**config.mk**
```make
export PLATFORM = sky130hd
export DESIGN_NAME = pixel_arbiter
export DESIGN_NICKNAME = d
export VERILOG_FILES = /design/src/rtl/pixel_arbiter.sv
export SDC_FILE = /design/constraint.sdc
export NUM_CORES = 1
export LEC_CHECK = 0
export ABC_AREA = 1
export BUFFER_PORTS_ARGS = -buffer_cell sky130_fd_sc_hd__clkbuf_2
export CAP_MARGIN = 20
export CORE_ASPECT_RATIO = 0.9
export CORE_MARGIN = 2
export CORE_UTILIZATION = 50
export CTS_BUF_LIST = sky130_fd_sc_hd__clkbuf_8
export DETAILED_ROUTE_END_ITERATION = 7
export GPL_ROUTABILITY_DRIVEN = 0
export PLACE_DENSITY = 0.82
export SLEW_MARGIN = 10
export SYNTH_ARGS = -nofsm -noshare
export SYNTH_HDL_FRONTEND = slang
export SYNTH_SLANG_ARGS = --single-unit
```
**constraint.sdc**
```tcl
create_clock -name clock -period 4.2 [get_ports clock]
set_input_delay 0.42 -clock clock [delete_from_list [all_inputs] [get_ports clock]]
set_output_delay 0.42 -clock clock [all_outputs]
set_load 0.01 [all_outputs]
```
**src/rtl/pixel_arbiter.sv**
```systemverilog
// Two-requester round-robin arbiter feeding a single VGA pixel write port.
// Grants whole bursts, clips off-screen pixels, and caps each burst at MAX_BURST.
//
//   state    | meaning
//   S_IDLE   | no owner; picks next requester, accepts no pixel
//   S_GRANT0 | requester 0 (stair drawer) owns the write path
//   S_GRANT1 | requester 1 (player drawer) owns the write path
module pixel_arbiter #(
    parameter int MAX_BURST = 200,
    parameter int X_MAX     = 159,
    parameter int Y_MAX     = 119
) (
    input  logic       clock,
    input  logic       reset,
    input  logic       req0,
    input  logic [7:0] x0,
    input  logic [6:0] y0,
    input  logic [2:0] colour0,
    input  logic       last0,
    output logic       gnt0,
    input  logic       req1,
    input  logic [7:0] x1,
    input  logic [6:0] y1,
    input  logic [2:0] colour1,
    input  logic       last1,
    output logic       gnt1,
    output logic [7:0] x,
    output logic [6:0] y,
    output logic [2:0] colour,
    output logic       writeEn,
    output logic       busy,
    output logic       overrun,
    output logic       clipped
);

    localparam logic [7:0] MAX_CNT = 8'(MAX_BURST);
    localparam logic [7:0] X_LIM   = 8'(X_MAX);
    localparam logic [6:0] Y_LIM   = 7'(Y_MAX);

    typedef enum logic [1:0] {
        S_IDLE   = 2'd0,
        S_GRANT0 = 2'd1,
        S_GRANT1 = 2'd2
    } state_t;

    state_t     r_state;
    state_t     w_state_next;
    logic       r_prio;
    logic       w_prio_next;
    logic [7:0] r_count;
    logic [7:0] r_x;
    logic [6:0] r_y;
    logic [2:0] r_colour;
    logic       r_write_en;
    logic       r_overrun;
    logic       r_clipped;

    logic       w_xfer;
    logic       w_sel_last;
    logic [7:0] w_sel_x;
    logic [6:0] w_sel_y;
    logic [2:0] w_sel_colour;
    logic [7:0] w_count_inc;
    logic       w_at_max;
    logic       w_clip;
    logic       w_end;

    // Only the granted requester's inputs are looked at.
    always_comb begin
        w_xfer       = 1'b0;
        w_sel_last   = last0;
        w_sel_x      = x0;
        w_sel_y      = y0;
        w_sel_colour = colour0;
        if (r_state == S_GRANT1) begin
            w_xfer       = req1;
            w_sel_last   = last1;
            w_sel_x      = x1;
            w_sel_y      = y1;
            w_sel_colour = colour1;
        end else if (r_state == S_GRANT0) begin
            w_xfer       = req0;
        end
    end

    assign w_count_inc = r_count + 8'd1;
    assign w_at_max    = (w_count_inc == MAX_CNT);
    assign w_clip      = (w_sel_x > X_LIM) || (w_sel_y > Y_LIM);
    assign w_end       = w_xfer && (w_sel_last || w_at_max);

    always_comb begin
        w_state_next = r_state;
        w_prio_next  = r_prio;
        case (r_state)
            S_IDLE: begin
                if (req0 && req1) begin
                    w_state_next = r_prio ? S_GRANT1 : S_GRANT0;
                end else if (req0) begin
                    w_state_next = S_GRANT0;
                end else if (req1) begin
                    w_state_next = S_GRANT1;
                end
            end
            S_GRANT0: begin
                if (w_end) begin
                    w_state_next = S_IDLE;
                    w_prio_next  = 1'b1;
                end
            end
            S_GRANT1: begin
                if (w_end) begin
                    w_state_next = S_IDLE;
                    w_prio_next  = 1'b0;
                end
            end
            default: w_state_next = S_IDLE;
        endcase
    end

    always_ff @(posedge clock) begin
        if (reset) begin
            r_state    <= S_IDLE;
            r_prio     <= 1'b0;
            r_count    <= 8'd0;
            r_x        <= 8'd0;
            r_y        <= 7'd0;
            r_colour   <= 3'd0;
            r_write_en <= 1'b0;
            r_overrun  <= 1'b0;
            r_clipped  <= 1'b0;
        end else begin
            r_state    <= w_state_next;
            r_prio     <= w_prio_next;
            // Cleared while idle so every grant starts counting from zero.
            if (r_state == S_IDLE) begin
                r_count <= 8'd0;
            end else if (w_xfer) begin
                r_count <= w_count_inc;
            end
            r_write_en <= w_xfer && !w_clip;
            r_clipped  <= w_xfer && w_clip;
            r_overrun  <= w_xfer && w_at_max && !w_sel_last;
            if (w_xfer && !w_clip) begin
                r_x      <= w_sel_x;
                r_y      <= w_sel_y;
                r_colour <= w_sel_colour;
            end
        end
    end

    assign gnt0    = (r_state == S_GRANT0);
    assign gnt1    = (r_state == S_GRANT1);
    assign busy    = gnt0 | gnt1;
    assign x       = r_x;
    assign y       = r_y;
    assign colour  = r_colour;
    assign writeEn = r_write_en;
    assign overrun = r_overrun;
    assign clipped = r_clipped;

endmodule

```
==> qor.json <==
{
  "critical_path": {
    "r2r-start": "r_state[0]",
    "critPathCapture": "x[5]",
    "critical_path_arrival_ns": 3.14,
    "worstPathRequired_ns": 4.37,
    "worst-r2r-setup-slack_ns": 1.23,
    "worst_r2r_end": "x[5]",
    "crit_path_start": "r_state[0]",
    "critPathMaxFanout": 33,
    "worstRegToRegCells": 9,
    "worst_setup_path_start_kind": "register",
    "timing_worst_setup_path_type": "reg2reg",
    "critical_path.endpoint_type": "register"
  },
  "drt": {
    "initialDrtViolationCount": 96,
    "drtPass1Iterations": 4,
    "route.final.wire_length_mm": 3.80,
    "wl_met3_um": 207,
    "vias_per_cell": 4.95,
    "drt_drc_violations_left": 0,
    "drt-met1-wl_mm": 1.78,
    "top_signal_layer_used": "met4",
    "routed_length_on_met2_mm": 1.78,
    "antenna_left": 0,
    "route.detailed.wl_per_inst_um": 11.3,
    "vias": 1669
  },
  "clocking": {
    "cts_hold_repair.buffers": 0,
    "post_cts_resize_count": 0,
    "postCtsSetupBuffers": 0,
    "cts-root-buf": "sky130_fd_sc_hd__clkbuf_8",
    "cts-buffers-inserted": 5,
    "cts_tree": "built",
    "worst_setup_hold_path_clk_slew_ns": 0.07,
    "cts.sinks": 32,
    "htreeDepth": 2,
    "clock_tree.buffer_depth": 2,
    "clock_insertion_delay_worst_skew_ns": 0.28
  },
  "finish": {
    "num_antenna_cells": 0,
    "area_growth_pct": 26.3,
    "layout.nets": 341,
    "drive_gt1_frac": 0.264,
    "final_cell_count_no_fill": 337,
    "fillCellCount": 286,
    "post-route-util": 0.668
  },
  "floorplan": {
    "placement_rows": 19,
    "die_w_um": 64.3,
    "top_level_ports": 66,
    "initial_core_util": 0.529,
    "core_area_mm2": 0.00309,
    "dieHeight_um": 58.2,
    "die_outline_area_mm2": 0.00374
  },
  "power": {
    "power.density_mw_per_mm2": 557,
    "power_report.internal_total_uw": 719,
    "power.switching_fraction": 0.375,
    "part_of_the_power_in_the_clock_network": 0.249,
    "power.sequential.fraction": 0.368,
    "total_switching_power_uw": 432,
    "power.share.combinational": 0.383,
    "pnr_total_power_uw": 1150,
    "power.static_leakage_uw": 0.00109,
    "ir_drop_mv": 0.343
  },
  "timing": {
    "relSlewSlack": 0.454,
    "final.min_clock_period_ns": 2.97,
    "fmaxAchievable_mhz": 337,
    "report.final.slew_viol_count": 0,
    "finalCritPeriodShare": 0.708,
    "finalWorstSetupSlack_ns": 1.23,
    "fin_setup_tns_ns": 0,
    "finalSetupViolations": 0,
    "tightestPinTransition_ns": 0.818,
    "hold_violations": 0,
    "rsz0062_at_grt": "false",
    "finalClockSkew_ns": 0.00350
  },
  "logic_synthesis": {
    "synthDominantAreaCellType": "sky130_fd_sc_hd__dfxtp_1",
    "synth_seq_cells": 32,
    "synth.yosys.seq_area_share": 0.392,
    "synth-edff-count": 0,
    "post_synth_top_area_share": 0.392,
    "synth.area.top_cells": "sky130_fd_sc_hd__dfxtp_1, sky130_fd_sc_hd__nand2_1, sky130_fd_sc_hd__nor2_1, sky130_fd_sc_hd__o21ai_0, sky130_fd_sc_hd__o211a_1",
    "synth_async_sr_flop_share": 0,
    "yosysUniqueCellTypes": 25,
    "synth_ff_type": "sky130_fd_sc_hd__dfxtp_1",
    "yosys-top-cells-count": "sky130_fd_sc_hd__nand2_1, sky130_fd_sc_hd__dfxtp_1, sky130_fd_sc_hd__nor2_1",
    "synthesis.area_per_instance_um2": 7.07,
    "synthesis.area_mm2": 0.00163,
    "synth_fp_nets": 278,
    "syn_inst": 231,
    "synthesis.yosys.warnings": 0,
    "synthMostInstantiatedCell": "sky130_fd_sc_hd__nand2_1"
  },
  "placement": {
    "dp_hpwl_mm": 2.89,
    "dp.cells": 329,
    "portBuffers": 65,
    "placement_stage_worst_setup_slack_ns": 1.26
  },
  "global_route": {
    "pin_count_of_the_biggest_net_entering_global_routing": 34,
    "first_global_vias": 1544,
    "globalRoute.totalOverflow": 0,
    "antenna_found_initial": 0,
    "gr-usage-all-layers": 0.218,
    "grt_pass1_wl_mm": 6.44
  },
  "run": {
    "max_cap_viol_count": 0
  },
  "hold_path": {
    "timing.hold.worst.class": "in2reg"
  },
  "outcome": {
    "status": "finished, final reports clean"
  }
}
[through the flow]
step                instance area (um^2)  hold WS, ns
global route                        2060        0.397
finish                              2060        0.379
global placement                    1960        0.450
detailed placement                  1960        0.457
CTS                                 2060        0.377
floorplan                           1630        0.452
[registers in the layout, summed over array words and instances, names as in the netlist]
signal / count
overrun: 1
r_count: 8
x: 8
colour: 3
clipped: 1
r_prio: 1
r_state: 2
writeEn: 1
y: 7
[power groups by stage]
stage	Sequential (uW)	Clock [uW]	Combinational [uW]
after detailed placement	428	0	442
after floorplan	446	0	305
after CTS	423	291	444
after global placement	428	0	436
after global routing	433	303	501
final	423	286	441
[cells in the final DEF, fill, tap and decap left out]
master                      instances
sky130_fd_sc_hd__a21oi_1           14
sky130_fd_sc_hd__nor2_1            29
sky130_fd_sc_hd__o21ai_2            1
sky130_fd_sc_hd__a211oi_1           1
sky130_fd_sc_hd__o21bai_1           1
sky130_fd_sc_hd__nor2_4             1
sky130_fd_sc_hd__bufinv_16          1
sky130_fd_sc_hd__o211a_1            8
sky130_fd_sc_hd__clkbuf_8           5
sky130_fd_sc_hd__o21ai_0           17
sky130_fd_sc_hd__nand3_1           14
sky130_fd_sc_hd__clkbuf_2          65
sky130_fd_sc_hd__mux2i_1            1
sky130_fd_sc_hd__o211ai_1           1
sky130_fd_sc_hd__nand2_1           58
sky130_fd_sc_hd__nand4_1            3
sky130_fd_sc_hd__o21ai_4            1
sky130_fd_sc_hd__dfxtp_1           32
sky130_fd_sc_hd__ha_1               5
sky130_fd_sc_hd__or2_2              1
sky130_fd_sc_hd__a31oi_1            7
sky130_fd_sc_hd__inv_1             22
sky130_fd_sc_hd__clkinv_2           1
sky130_fd_sc_hd__inv_2              2
sky130_fd_sc_hd__o21ai_1            4
[cell families after synthesis]
logic type | after synthesis | share of synthesized area
AND/OR/NAND/NOR | 106 | 0.265
AO/OA/AOI/OAI | 55 | 0.212
buffers and inverters | 32 | 0.0865
flip-flops | 32 | 0.392
adder cells (fa/ha/maj) | 5 | 0.0383
multiplexers | 1 | 0.00613
[worst min path at each step]
stage,to,cells after the start,from
floorplan,r_prio,2,r_prio
global placement,x[5],2,x[5]
detailed placement,y[5],2,y[5]
CTS,colour[1],3,colour0[1]
global route,colour[1],3,colour0[1]
finish,colour[1],3,colour0[1]
[critical path, cell delays in order, from the launching register on]
cell and delay, ns:
sky130_fd_sc_hd__dfxtp_1 0.33, sky130_fd_sc_hd__inv_1 0.08, sky130_fd_sc_hd__ha_1 0.69, sky130_fd_sc_hd__inv_2 0.36, sky130_fd_sc_hd__o21ai_4 0.34, sky130_fd_sc_hd__inv_2 0.15
sky130_fd_sc_hd__nor2_4 0.52, sky130_fd_sc_hd__inv_1 0.19, sky130_fd_sc_hd__nand2_1 0.11, sky130_fd_sc_hd__a21oi_1 0.07
[layout make-up]
class                   count  area, um^2  share of cell area
clock inverters             3        38.8              0.0188
repair buffers             65         325               0.158
clock buffers               5        68.8              0.0333
inverters                  23        86.3              0.0418
flip-flops and latches     32         641               0.310
well taps                  42        52.6              0.0255
multi-input cells         167         852               0.413
[layer usage]
metal | GRT usage | vias to the layer above
li1 | - | 892
met1 | 0.273 | 731
met2 | 0.368 | 42
met3 | 0.0544 | 4
met4 | 0.0760 | 0
met5 | 0 | -
Power figures use the tool's default switching activity.
